**src/rtl/display_pkg.sv**
```systemverilog
`default_nettype none
// ============================================================================
// Module      : display_pkg
// Description : Shared constants, state encoding and the segment table for
//               the multiplexed 7-segment display scheduler.
// Revision    : 1.0 - initial release
// ============================================================================
package display_pkg;

  localparam int NDIG  = 8;
  localparam int IDX_W = $clog2(NDIG);

  localparam logic [6:0] SEG_BLANK = 7'h7F;
  localparam logic [7:0] AN_OFF    = 8'hFF;

  typedef enum logic [3:0] {
    SHOW  = 4'd0,
    BLANK = 4'd1
  } state_e;

  // Active-low {g,f,e,d,c,b,a}; entry n decodes hex value n (F listed first).
  localparam logic [15:0][6:0] SEG_TABLE = {
    7'h0E, 7'h06, 7'h21, 7'h46, 7'h03, 7'h08, 7'h10, 7'h00,
    7'h78, 7'h02, 7'h12, 7'h19, 7'h30, 7'h24, 7'h79, 7'h40
  };

endpackage
`default_nettype wire

```
**src/rtl/hex_to_7seg.sv**
```systemverilog
`default_nettype none
// ============================================================================
// Module      : hex_to_7seg
// Description : Combinational hex nibble to active-low 7-segment decoder.
// Revision    : 1.0 - initial release
// ============================================================================
module hex_to_7seg
  import display_pkg::*;
(
  input  logic [3:0] nib_i,
  output logic [6:0] seg_o
);

  assign seg_o = SEG_TABLE[nib_i];

endmodule
`default_nettype wire

```
**src/rtl/hex_scan_ctrl.sv**
```systemverilog
`default_nettype none
// ============================================================================
// Module      : hex_scan_ctrl
// Description : Eight-digit 7-segment scan scheduler with SHOW/BLANK slots,
//               frame-boundary commit of double-buffered display data and
//               leading-zero blanking. All pin outputs are registered.
// Revision    : 1.0 - initial release
// ============================================================================
module hex_scan_ctrl
  import display_pkg::*;
#(
  parameter int SCAN_DIV     = 100000,
  parameter int BLANK_CYCLES = 16,
  parameter int CNT_W        = 17
) (
  input  logic        clk,
  input  logic        reset,
  input  logic [31:0] data_i,
  input  logic [7:0]  dp_i,
  input  logic [7:0]  en_i,
  input  logic        lzb_i,
  input  logic        load_i,
  output logic        pend_o,
  output logic        frame_o,
  output logic [6:0]  HEX,
  output logic        DP,
  output logic [7:0]  AN
);

  localparam logic [CNT_W-1:0] SHOW_LAST  = CNT_W'(SCAN_DIV - 1);
  localparam logic [CNT_W-1:0] BLANK_LAST = CNT_W'(BLANK_CYCLES - 1);
  localparam logic [IDX_W-1:0] IDX_FIRST  = IDX_W'(NDIG - 1);

  state_e             state_q, state_d;
  logic [CNT_W-1:0]   cnt_q, cnt_d;
  logic [IDX_W-1:0]   idx_q, idx_d;
  logic               frame_w;

  logic [31:0]        shd_data_q, shd_data_d;
  logic [7:0]         shd_dp_q, shd_dp_d;
  logic [31:0]        act_data_q, act_data_d;
  logic [7:0]         act_dp_q, act_dp_d;
  logic               pend_q, pend_d;

  logic [NDIG-1:0]    zero_hi_w;
  logic               lzb_blank_w;
  logic [3:0]         nib_w;
  logic [6:0]         seg_w;

  logic [7:0]         an_q, an_d;
  logic [6:0]         hex_q, hex_d;
  logic               dp_q, dp_d;

  // Phase counter, slot FSM and digit index; frame pulse on digit 0's last blank cycle
  always_comb begin
    state_d = state_q;
    cnt_d   = cnt_q;
    idx_d   = idx_q;
    frame_w = 1'b0;
    case (state_q)
      SHOW: begin
        if (cnt_q == SHOW_LAST) begin
          state_d = BLANK;
          cnt_d   = '0;
        end else begin
          cnt_d = cnt_q + 1'b1;
        end
      end
      BLANK: begin
        if (cnt_q == BLANK_LAST) begin
          state_d = SHOW;
          cnt_d   = '0;
          if (idx_q == '0) begin
            idx_d   = IDX_FIRST;
            frame_w = 1'b1;
          end else begin
            idx_d = idx_q - 1'b1;
          end
        end else begin
          cnt_d = cnt_q + 1'b1;
        end
      end
      default: begin
        state_d = SHOW;
        cnt_d   = '0;
      end
    endcase
  end

  // Double buffer: loads fill the shadow, frame boundary commits; a load on the boundary goes straight through
  always_comb begin
    shd_data_d = shd_data_q;
    shd_dp_d   = shd_dp_q;
    act_data_d = act_data_q;
    act_dp_d   = act_dp_q;
    pend_d     = pend_q;
    if (load_i && frame_w) begin
      act_data_d = data_i;
      act_dp_d   = dp_i;
      pend_d     = 1'b0;
    end else if (load_i) begin
      shd_data_d = data_i;
      shd_dp_d   = dp_i;
      pend_d     = 1'b1;
    end else if (frame_w && pend_q) begin
      act_data_d = shd_data_q;
      act_dp_d   = shd_dp_q;
      pend_d     = 1'b0;
    end
  end

  // zero_hi_w[k] = nibble k and every higher nibble of the active data are zero
  always_comb begin
    zero_hi_w = '0;
    zero_hi_w[NDIG-1] = (act_data_q[4*(NDIG-1) +: 4] == 4'h0);
    for (int k = NDIG - 2; k >= 0; k--) begin
      zero_hi_w[k] = zero_hi_w[k+1] && (act_data_q[4*k +: 4] == 4'h0);
    end
  end

  assign lzb_blank_w = lzb_i && (idx_q != '0) && zero_hi_w[idx_q];
  assign nib_w       = act_data_q[{idx_q, 2'b00} +: 4];

  hex_to_7seg u_dec (
    .nib_i (nib_w),
    .seg_o (seg_w)
  );

  // Pin values for the current slot; enable and blanking inputs are used live
  always_comb begin
    an_d  = AN_OFF;
    hex_d = SEG_BLANK;
    dp_d  = 1'b1;
    if (state_q == SHOW && en_i[idx_q]) begin
      if (lzb_blank_w) begin
        if (act_dp_q[idx_q]) begin
          an_d = ~(8'b1 << idx_q);
          dp_d = 1'b0;
        end
      end else begin
        an_d  = ~(8'b1 << idx_q);
        hex_d = seg_w;
        dp_d  = ~act_dp_q[idx_q];
      end
    end
  end

  // State, buffers and registered pin outputs
  always_ff @(posedge clk) begin
    if (reset) begin
      state_q    <= SHOW;
      cnt_q      <= '0;
      idx_q      <= IDX_FIRST;
      shd_data_q <= '0;
      shd_dp_q   <= '0;
      act_data_q <= '0;
      act_dp_q   <= '0;
      pend_q     <= 1'b0;
      an_q       <= AN_OFF;
      hex_q      <= SEG_BLANK;
      dp_q       <= 1'b1;
    end else begin
      state_q    <= state_d;
      cnt_q      <= cnt_d;
      idx_q      <= idx_d;
      shd_data_q <= shd_data_d;
      shd_dp_q   <= shd_dp_d;
      act_data_q <= act_data_d;
      act_dp_q   <= act_dp_d;
      pend_q     <= pend_d;
      an_q       <= an_d;
      hex_q      <= hex_d;
      dp_q       <= dp_d;
    end
  end

  assign pend_o  = pend_q;
  assign frame_o = frame_w;
  assign AN      = an_q;
  assign HEX     = hex_q;
  assign DP      = dp_q;

endmodule
`default_nettype wire

```
**config.mk**
```make
export PLATFORM = sky130hd
export DESIGN_NAME = hex_scan_ctrl
export DESIGN_NICKNAME = d
export VERILOG_FILES = /design/src/rtl/display_pkg.sv /design/src/rtl/hex_to_7seg.sv /design/src/rtl/hex_scan_ctrl.sv
export SDC_FILE = /design/constraint.sdc
export NUM_CORES = 1
export LEC_CHECK = 0
export ABC_AREA = 1
export ABC_CLOCK_PERIOD_IN_PS = 3550
export CORE_ASPECT_RATIO = 1.5
export CORE_UTILIZATION = 60
export CTS_CLUSTER_SIZE = 14
export DETAILED_ROUTE_END_ITERATION = 8
export GPL_TIMING_DRIVEN = 0
export HOLD_SLACK_MARGIN = 0.12
export PLACE_DENSITY = 0.84
export SKIP_CTS_REPAIR_TIMING = 1
export SYNTH_ARGS = -nofsm -noshare
export SYNTH_HDL_FRONTEND = slang
export SYNTH_SLANG_ARGS = --single-unit
```
**constraint.sdc**
```tcl
create_clock -name clk -period 3.55 [get_ports clk]
set_clock_uncertainty 0.2 [all_clocks]
set_input_delay 0.5325 -clock clk [delete_from_list [all_inputs] [get_ports clk]]
set_output_delay 0.5325 -clock clk [all_outputs]
set_load 0.1 [all_outputs]
```
Word-level counts from Yosys, hierarchy flattened
Memory sizes are Yosys's and may differ from the RTL's. A register that Yosys moved wholly into a read port is not among the register bits.
Index checks and enable logic that the tools add are counted.
{"block": "totals", "wordCells": 86, "out_inout_bits": 18, "rom_bits": 112, "register_bits": 114, "memories": 1}
{"name": "(name not given)", "words": 16, "word_bits": 7, "read_ports": 1, "rd_ports_with_merged_regs": 1, "wr": 0, "line": "hex_to_7seg.sv:14", "text": "assign seg_o = SEG_TABLE[nib_i];"}
{"block": "classes", "shifts": 2, "mux": 28, "n_lt_le_gt_ge": 1, "eq_ne": 6, "addsub": 2, "bitwise": 4, "n_reduce_logical": 32}
{"operator": "$mux W32", "n": 3}
{"operator": "$mux W8", "n": 5}
{"operator": "$logic_not A4 Y1", "n": 9}
{"operator": "$mux W17", "n": 2}
{"operator": "$pmux W17 S2", "n": 1}
{"operator": "$shiftx A32 B6 Y4", "n": 1}
{"operator": "$add A17 B1 Y17 const B", "n": 1}
{"operator": "$eq A17 B17 Y1 const B", "n": 1}
{"operator": "$eq A17 B4 Y1 const B", "n": 1}
{"operator": "$logic_and A1 B1 Y1", "n": 12}
{"operator": "$mux W1", "n": 10}
{"operator": "$bmux W1 S3", "n": 3}
{"operator": "$mux W4", "n": 2}
{"operator": "$not A8 Y8", "n": 1}
{"operator": "$pmux W4 S2", "n": 1}
{"operator": "$reduce_and A2 Y1", "n": 4}
{"operator": "$shl A1 B3 Y8 const A", "n": 1}
{"operator": "$eq A4 B1 Y1 const B", "n": 1}
{"operator": "$lt A3 B4 Y1 const B", "n": 1}
{"operator": "$ne A2 B2 Y1 const B", "n": 2}
{"operator": "$reduce_bool A2 Y1", "n": 2}
{"operator": "$reduce_or A2 Y1", "n": 2}
{"operator": "$logic_not A3 Y1", "n": 1}
{"operator": "$mux W3", "n": 1}
{"operator": "other kinds (5)", "n": 7}

Depth between registers and ports, before layout
Gate-level depths: netlist (run 1).
{"block": "logic_depth", "ltp_word": 12, "depth_mapped": 13, "ltp_nobuf": 12}

Hierarchy
A second synthesis (run 1) with hierarchy kept.
{"block": "unflattened", "cells_unflattened": 904, "area_unflattened_um2": 6099.6}
{"module": "hex_scan_ctrl", "area_per_inst_um2": 5821.8, "seq_area_each_um2": 2362.3, "n_inst": 1, "cells_per_inst": 855}
{"module": "hex_to_7seg", "area_per_inst_um2": 277.8, "seq_area_each_um2": 0.0, "n_inst": 1, "cells_per_inst": 49}

Least setup slack after synthesis (run 1)
Ideal clock, no wire load.
{"block": "synth_path", "path_type": "flip-flop to output port", "startpoint": "register cnt_q[0]", "endpoint": "output frame_o", "path_buffers": 1, "path_stages_with_launch": 7, "t_arrival_ps": 1392, "slack_ps": 1426, "cell_sequence": "dfxtp_1 -> ha_1 -> nand3_1 -> nor3_2 -> nand2_1 -> nor2_4 -> buf_6"}
{"block": "synth_via", "elab_chain_cells": 3}
{"element": "start, declared", "line": "hex_scan_ctrl.sv:35", "text": "logic [CNT_W-1:0] cnt_q, cnt_d;"}
{"element": "start signal, assigned", "line": "hex_scan_ctrl.sv:164", "text": "cnt_q <= cnt_d;"}
{"element": "$eq A17 B4 Y1", "line": "hex_scan_ctrl.sv:70", "text": "if (cnt_q == BLANK_LAST) begin"}
{"element": "$mux W1", "line": "hex_scan_ctrl.sv:70"}
{"element": "$mux W1", "line": "hex_scan_ctrl.sv:60", "text": "case (state_q)"}
{"element": "end, declared", "line": "hex_scan_ctrl.sv:24", "text": "output logic frame_o,"}
No other way between the ends.

Worst setup path after layout (run 1)
{"block": "layout_path", "startpoint": "register idx_q[0]", "endpoint": "output frame_o"}
{"block": "layout_via", "elab_chain_cells": 4}
{"element": "start, declared", "line": "hex_scan_ctrl.sv:36", "text": "logic [IDX_W-1:0] idx_q, idx_d;"}
{"element": "start signal, assigned", "line": "hex_scan_ctrl.sv:165", "text": "idx_q <= idx_d;"}
{"element": "$logic_not A3 Y1", "line": "hex_scan_ctrl.sv:73", "text": "if (idx_q == '0) begin"}
{"element": "$mux W1", "line": "hex_scan_ctrl.sv:73"}
{"element": "$mux W1", "line": "hex_scan_ctrl.sv:70"}
{"element": "$mux W1", "line": "hex_scan_ctrl.sv:60"}
No other way between the ends.

==> metrics.md, run 1 <==
| Metric | Value |
|---|---|
| Post-Synthesis Cells | `998` |
| RePlAce Congestion | `0.924` |
| Initial core utilization | `62.4%` |
| Pwr Total | `0.00342 W` |
| Pwr/cell area | `between 400 and 500 mW/mm^2` |
| Skew-Pair Late Insertion Delay | `0.41 ns` |
| Hold Crit Class | `reg -> reg` |
| Share of the synthesized area in the top cell type | `35.3%` |
| First-pass GRT wire length | `27900 um` |
| Worst path required time | `2.82 ns` |
| Drt first pass iters | `5` |
| Fin crit period | `3.22 ns` |
| CP Data Arrival Time | `2.49 ns` |
| Yosys top cell by area | `dfxtp_1` |
| HPWL Detailed | `11700 um` |
| GRT busiest layer | `met2` |
| Die height | `about 130 um` |
| Via count | `roughly 6500` |
| WL/cell | `around 13 um` |
| Placeable core area | `about 0.011 mm^2` |
| Seq/Total Area, Yosys | `35.3%` |
| Crit path capture type | `primary output` |
| Grt total ovfl | `0` |
| N_diodes | `0` |
| Fin crit share | `90.8%` |
| Inserted Clock Buffers | `17` |
| Drt initial violations | `433` |
| Area growth syn-to-layout | `21.9%` |
| Clock Tree Buf Depth | `2` |
| TritonCTS Sinks | `118` |
| Max_cap viols | `0` |
| Fin. Hold Viols | `0` |
| Final Setup Violations | `0` |
| Ys Warns | `0` |
| Mapped Area | `0.00668 mm^2` |
| Number of global-route vias before repair | `6053` |
| Met1 Resource Use GR | `35.8%` |
| Port bufs | `68` |
| Die Wd | `around 88 um` |
| Largest net degree at the start of global routing | `17` |
| Routed WL | `about 17000 um` |
| Antenna violations before repair | `0` |
| Tightest Pin Transition | `0.971 ns` |
| H-tree Lvls | `4` |
| Unique masters post-synth | `35` |
| Slew headroom | `35.0%` |
| Crit Path Category | `reg -> out` |
| Final Max Slew Viols | `0` |
| Outcome | `finished, final reports clean` |
| CTS root buffer | `clkbuf_16` |
| Crit start category | `flip-flop` |
| Final #Nets | `approximately 1100` |
| Share of cells above drive strength 1 | `14.2%` |
| Routed Antenna Nets | `0` |
| GRT Total Usage | `30.4%` |
| Flops & latches, synth | `118` |
| Met2 usage | `52.1%` |
| Worst VDD drop | `306 uV` |
| Row count | `46` |
| DR DRC count | `0` |
| I/O pin count | `70` |
| FMAX | `~310 MHz` |
| Vias/cell | `5.21` |
| CTS clk-pin slew, worst paths | `0.05 ns` |
| Util after Layout | `76.1%` |
| Routing usage on met3 | `under 10%` |
| Most area-consuming cells after synthesis | `dfxtp_1 35%, nand2_1 17%, inv_1 7.2%, a21oi_2 5.4%, nand3_1 5.2%` |
| Syn Nets | `1062` |
| Die ar. | `0.0116 mm^2` |
| Syn Area/Cell | `6.70 um^2` |
| RSZ-0062 raised after global routing | `no` |
| Leakage | `3.97 nW` |
| CTS tree | `done` |
| Crit-path max FO | `12` |
-- state kept, by name, summed over array words and instances, names as in the netlist --
| name | count |
|---|---|
| act_data_q | 32 |
| shd_data_q | 32 |
| HEX | 7 |
| idx_q | 3 |
| cnt_q | 17 |
| AN | 8 |
| act_dp_q | 8 |
| state_q | 1 |
| DP | 1 |
| shd_dp_q | 8 |
| pend_o | 1 |
-- cell usage after synthesis (all sizes together) --
cell      n
xor2      9
inv     138
o211ai    8
nand2   309
buf      45
dfxtp   118
nor4      1
o21ai    38
nor3b     1
nor2     93
ha       12
nor3     13
a21boi    1
a21oi    91
or2      18
nand4    17
clkbuf    7
nand3b    3
nand3    75
a31oi     1
-- layout make-up --
cell class,count,area (um^2)
clock inverters,12,153
repair buffers,68,676
well taps,144,180
clock buffers,20,457
inverters,138,518
multi-input cells,690,3410
plain buffers,52,393
flip-flops and latches,118,2360
fillers,850,2560
-- cells by family (layout without fill, tap and decap cells) --
kind of cell             Yosys count  count (layout)  share of synthesized area [%]
AND/OR/NAND/NOR                  530             530                           34.5
buffers and inverters            190             290                           13.6
AO/OA/AOI/OAI                    139             139                           13.1
flip-flops                       118             118                           35.3
adder cells (fa/ha/maj)           12              12                           2.25
XOR/XNOR                           9               9                           1.18
-- worst paths after layout --
| path | startpoint | endpoint | depth (start not counted) | slack, ns |
|---|---|---|---|---|
| min | cnt_q[0] | cnt_q[0] | 1 | 0.25 |
| max | idx_q[0] | frame_o | 7 | 0.33 |
| max reg2reg | idx_q[0] | HEX[5] | 12 | 1.05 |
| min reg2reg | cnt_q[0] | cnt_q[0] | 1 | 0.25 |
-- worst max-delay path: stages (launching register included) --
cell	delay (ns)
dfxtp_1	0.36
inv_2	0.11
buf_2	0.29
ha_1	0.23
nand2_1	0.15
nor2_4	0.29
buf_6	0.19
clkbuf_2	0.46
-- layer usage --
metal  part of all wire [%]  up-vias
li1                       -     3291
met1                     41     2904
met2                     50      226
met3                    4.7       47
met4                    3.8        0
met5                      0        -
-- cells in the final DEF, fill, tap and decap left out, types with 8 or more instances in the layout --
cell / count
a21oi_1: 50
xor2_1: 9
nor2_1: 90
buf_2: 17
clkbuf_16: 17
buf_6: 21
nand3_1: 69
nand4_1: 15
o21ai_0: 32
dfxtp_1: 118
nand2_1: 309
inv_2: 9
ha_1: 12
nor3_1: 10
o211ai_1: 8
inv_1: 129
or2_2: 18
a21oi_2: 41
clkdlybuf4s50_1: 67
-- power by group --
group	internal (W)	switching [W]	leakage, nW	total, W
Combinational	0.000125	0.000160	2.72	0.000284
Clock	0.00114	0.000617	0.288	0.00175
Sequential	0.00136	0.0000182	0.964	0.00138
-- per-stage QoR --
step / setup TNS [ns] / area, um^2 / instances / setup slack [ns] / hold WS, ns
after floorplan: 0 / 6680 / 998 / 1.43 / 0.218
after global placement: 0 / 7540 / 1210 / 0.118 / 0.231
after detailed placement: 0 / 7540 / 1210 / 0.128 / 0.242
after CTS: -0.311 / 8150 / 1242 / -0.311 / 0.251
after global routing: 0 / 8150 / 1242 / 0.214 / 0.300
final: 0 / 8150 / 1242 / 0.327 / 0.250
No activity file was read; power rests on OpenSTA's default activity.
==> run 2: changes to the inputs <==
Settings changed: CAP_MARGIN set to 20, CORE_ASPECT_RATIO 1.5 to not set.
==> metrics.md, run 2 (synthesis results as in run 1) <==
| Metric | Value |
|---|---|
| Hold Crit Class | `in -> reg` |
| Placeable core area | `0.0108 mm^2` |
| Via count | `approximately 6500` |
| First-pass GRT wire length | `27100 um` |
| Clock Tree Buf Depth | `2` |
| Max_cap viols | `0` |
| Fin. Hold Viols | `0` |
| HPWL Detailed | `approximately 12000 um` |
| Initial core utilization | `61.6%` |
| Worst Setup SP | `idx_q[0]` |
| Routing usage on met3 | `7.63%` |
| Die Wd | `108 um` |
| Most frequent cells in the layout | `309 x nand2_1, 129 x inv_1, 118 x dfxtp_1, 90 x nor2_1, 69 x nand3_1` |
| N_diodes | `0` |
| Area of the multi-input gates | `0.00341 mm^2` |
| Depth of the worst hold-timing path | `3` |
| Fin crit period | `about 3.4 ns` |
| Fillers | `882` |
| Antenna violations before repair | `0` |
| Routed WL | `16700 um` |
| GRT Total Usage | `between 30% and 40%` |
| Largest net degree at the start of global routing | `17` |
| Routed Antenna Nets | `0` |
| Met2 usage | `48.9%` |
| Crit Path Category | `reg -> out` |
| I/O pin count | `70` |
| CTS tree | `done` |
| Crit path capture type | `primary output` |
| Die ar. | `between 0.01 and 0.015 mm^2` |
| Setup_tns | `0 ns` |
| Worst VDD drop | `between 400 and 500 uV` |
| Util after Layout | `75.3%` |
| GRT busiest layer | `met2` |
| Pwr/cell area | `429 mW/mm^2` |
| Critical R2R Launch | `idx_q[0]` |
| CP Data Arrival Time | `2.65 ns` |
| Fin crit share | `between 90% and 100%` |
| Die height | `108 um` |
| RSZ-0062 raised after global routing | `no` |
| DR DRC count | `0` |
| Row count | `38` |
| Inserted Clock Buffers | `17` |
| Grt total ovfl | `0` |
| Drt first pass iters | `5` |
| Sequential Area | `0.00236 mm^2` |
| Outcome | `finished, final reports clean` |
| Tightest Pin Transition | `about 0.97 ns` |
| Port bufs | `~70` |
| Largest regs | `act_data_q: 32 flops, shd_data_q: 32 flops, cnt_q: 17 flops` |
| R2R setup slack | `0.96 ns` |
| R2R Path End | `HEX[5]` |
| FMAX | `296 MHz` |
| Skew-Pair Late Insertion Delay | `0.55 ns` |
| Final Max Slew Viols | `0` |
| RePlAce Congestion | `0.918` |
| Commonest non-fill, non-tap cell in the layout | `nand2_1` |
| Crit start category | `flip-flop` |
| TritonCTS Sinks | `roughly 120` |
| H-tree Lvls | `4` |
| Pre-CTS setup slack | `0.101 ns` |
| Crit-path max FO | `12` |
| Area growth syn-to-layout | `22.2%` |
| Final #Nets | `1149` |
| Number of global-route vias before repair | `5706` |
| Slew headroom | `35.4%` |
| Final Setup Violations | `0` |
| Met1 Resource Use GR | `38.4%` |
| CTS clk-pin slew, worst paths | `0.06 ns` |
| WL/cell | `13.5 um` |
| Worst setup endpoint | `frame_o` |
| Fin Hold WS | `~0.25 ns` |
| Worst reg2reg path depth | `12` |
| Leakage | `~4.0 nW` |
| CTS root buffer | `clkbuf_8` |
| Final WS setup | `0.167 ns` |
| Worst path required time | `~2.8 ns` |
| Pwr Total | `~0.0035 W` |
| Vias/cell | `between 5 and 6` |
| Share of cells above drive strength 1 | `between 10 and 15%` |
| Drt initial violations | `564` |
==> run 2: changes by cell type in the layout (fill, tap and decap cells not counted), sizes merged <==
cell	before	now
clkinvlp	4	0
clkbuf	28	31
bufinv	3	4
==> run 2: power by group <==
part / switching, W / internal [W] / leakage, nW
logic: 0.000164 / 0.000125 / 2.72
clock network: 0.000602 / 0.00123 / 0.318
registers: 0.0000184 / 0.00136 / 0.964
==> run 2: area by class of cell <==
class / instances / area share (%)
multi-input cells: 690 / 41.8
flip-flops and latches: 118 / 28.9
repair buffers: 68 / 8.27
inverters: 138 / 6.34
clock buffers: 23 / 5.96
plain buffers: 52 / 4.81
well taps: 140 / 2.15
clock inverters: 9 / 1.78
==> run 2: worst max-delay path, cell delays in order (launching register included) <==
cell and delay, ns:
dfxtp_1 0.37, inv_2 0.11, buf_2 0.29, ha_1 0.24
nand2_1 0.15, nor2_4 0.29, buf_6 0.19, clkbuf_2 0.46
==> run 2: metal layers <==
metal | vias up | part of all wire (%)
li1 | 3301 | -
met1 | 2942 | 44
met2 | 225 | 48
met3 | 36 | 6.3
met4 | 0 | 2.0
met5 | - | 0
==> run 2: metrics by stage <==
stage	area, um^2	cells
detailed placement	7540	1206
floorplan	6680	998
global placement	7540	1206
finish	8170	1238
global route	8170	1238
CTS	8170	1238
==> run 2: worst min path at each step <==
stage	start	endpoint	slack, ns
floorplan	cnt_q[0]	cnt_q[0]	0.22
global placement	cnt_q[0]	cnt_q[0]	0.23
detailed placement	cnt_q[0]	cnt_q[0]	0.25
CTS	load_i	pend_o	0.24
global route	load_i	pend_o	0.28
finish	load_i	pend_o	0.25
==> run 3: changes to the inputs <==
Settings changed: CORE_ASPECT_RATIO set to 2, GPL_TIMING_DRIVEN 0 to not set.
==> metrics.md, run 3 (synthesis results as in run 1) <==
| Metric | Value |
|---|---|
| Setup_tns | `0 ns` |
| Initial core utilization | `61.4%` |
| FMAX | `340 MHz` |
| Net Sw Frac | `22.3%` |
| Power share of the clock group | `52.3%` |
| Int Pwr | `0.00270 W` |
| Crit start category | `flip-flop` |
| Tightest Pin Transition | `0.988 ns` |
| Via count | `6322` |
| Fin crit share | `82.7%` |
| Vias/cell | `5.29` |
| Number of global-route vias before repair | `~5700` |
| Die height | `151 um` |
| I/O pin count | `70` |
| Flop pwr share | `39.8%` |
| Fin. Hold Viols | `0` |
| Share of cells above drive strength 1 | `between 10% and 20%` |
| Final Setup Violations | `0` |
| Row count | `54` |
| CTS tree | `done` |
| Leakage | `3.83 nW` |
| Die Wd | `76.6 um` |
| Hold Crit Class | `in -> reg` |
| CTS clk-pin slew, worst paths | `0.05 ns` |
| Slowest cell on crit path | `nor2_4` |
| Routed Antenna Nets | `0` |
| HP Start | `load_i` |
| Worst path depth | `6` |
| Pwr/cell area | `441 mW/mm^2` |
| Most frequent cells in the layout | `309 x nand2_1, 129 x inv_1, 118 x dfxtp_1, 90 x nor2_1, 69 x nand3_1` |
| CP bufs+invs | `1` |
| Drt initial violations | `422` |
| Max_cap viols | `0` |
| Crit-path max FO | `19` |
| First-pass GRT wire length | `roughly 26000 um` |
| Depth of the worst hold-timing path | `3` |
| Worst reg2reg path depth | `8` |
| Worst path required time | `roughly 2.8 ns` |
| Pwr Total | `0.00347 W` |
| Worst path max stage delay | `0.42 ns` |
| Combinational share of power | `7.9%` |
| Inserted Clock Buffers | `17` |
| RSZ-0062 raised after global routing | `no` |
| RePlAce Congestion | `slightly below 0.9` |
| Crit path capture type | `primary output` |
| HPWL Detailed | `10200 um` |
| Worst Setup SP | `cnt_q[0]` |
| Worst VDD drop | `487 uV` |
| Critical R2R Launch | `cnt_q[0]` |
| DR DRC count | `0` |
| Outcome | `finished, final reports clean` |
| WL/cell | `13.3 um` |
| Skew-Pair Late Insertion Delay | `0.42 ns` |
| Die ar. | `between 0.01 and 0.015 mm^2` |
| Crit Path Category | `reg -> out` |
| TritonCTS Sinks | `118` |
| Largest net degree at the start of global routing | `64` |
| CTS root buffer | `clkbuf_16` |
| Area growth syn-to-layout | `17.8%` |
| Commonest non-fill, non-tap cell in the layout | `nand2_1` |
| Antenna violations before repair | `0` |
| N_diodes | `0` |
| Final Max Slew Viols | `0` |
| Grt total ovfl | `0` |
| Fillers | `880` |
| Top cell family by delay on the critical path | `simple AND/OR/NAND/NOR gates` |
| Switching Power | `0.000775 W` |
| Final #Nets | `1107` |
| Port bufs | `69` |
| Clock Tree Buf Depth | `2` |
| Crit-path cells | `ha_1, nand3_1, nor3_2, nand2_1, nor2_4, buf_12` |
| Drt first pass iters | `6` |
| Placeable core area | `0.0109 mm^2` |
| H-tree Lvls | `4` |
| Largest regs | `act_data_q: 32 flops, shd_data_q: 32 flops, cnt_q: 17 flops` |
| Fin crit period | `slightly below 3 ns` |
| GRT Total Usage | `28.4%` |
| Routed WL | `15900 um` |
| CP Data Arrival Time | `around 2.2 ns` |
| Slew headroom | `about 34%` |
[run 3: worst reg2reg max path, delay by kind of cell (launching register included)]
family | cells | cell delay, ns
AO/OA/AOI/OAI | 1 | 0.41
flip-flops | 1 | 0.35
adder cells (fa/ha/maj) | 1 | 0.20
AND/OR/NAND/NOR | 6 | 1.20
[run 3: power groups by stage]
stage	Combinational [W]	Clock [W]	Sequential [W]
6_report	0.000274	0.00181	0.00138
5_1_grt	0.000306	0.00188	0.00139
4_1_cts	0.000274	0.00182	0.00138
3_5_place_dp	0.000272	0	0.00141
3_3_place_gp	0.000268	0	0.00141
2_1_floorplan	0.000155	0	0.00144
[run 3: metrics by stage]
step                cell area (um^2)  hold slack, ns  cells  utilization, %  worst slack, ns
global placement                7220           0.228   1163            66.4             1.11
floorplan                       6680           0.218    998               -             1.43
finish                          7870           0.228   1196            72.4            0.613
CTS                             7850           0.223   1195            72.2            0.624
detailed placement              7220           0.247   1163            66.4             1.05
global route                    7870           0.260   1196            72.4            0.522
[run 3: path summary, 6_finish.rpt]
kind,slack [ns],end
setup / recovery,0.61,frame_o
hold / removal,0.23,pend_o
setup reg to reg,1.08,shd_data_q[13]
hold reg to reg,0.26,cnt_q[0]
[run 3: final cells by class]
cell class	count	area, um^2	area share (%)
well taps	140	175	2.23
multi-input cells	690	3410	43.3
flip-flops and latches	118	2360	30.0
clock inverters	7	115	1.46
clock buffers	25	515	6.55
inverters	138	518	6.58
repair buffers	78	776	9.86
[run 3: metal layers]
layer	wire length [um]	part of all wire (%)	vias up	track usage, %
met5	0	0	-	0
met4	731	4.6	0	19.1
met3	730	4.6	65	4.94
met2	8460	53	203	52.5
met1	6000	38	2849	28.9
li1	-	-	3205	-
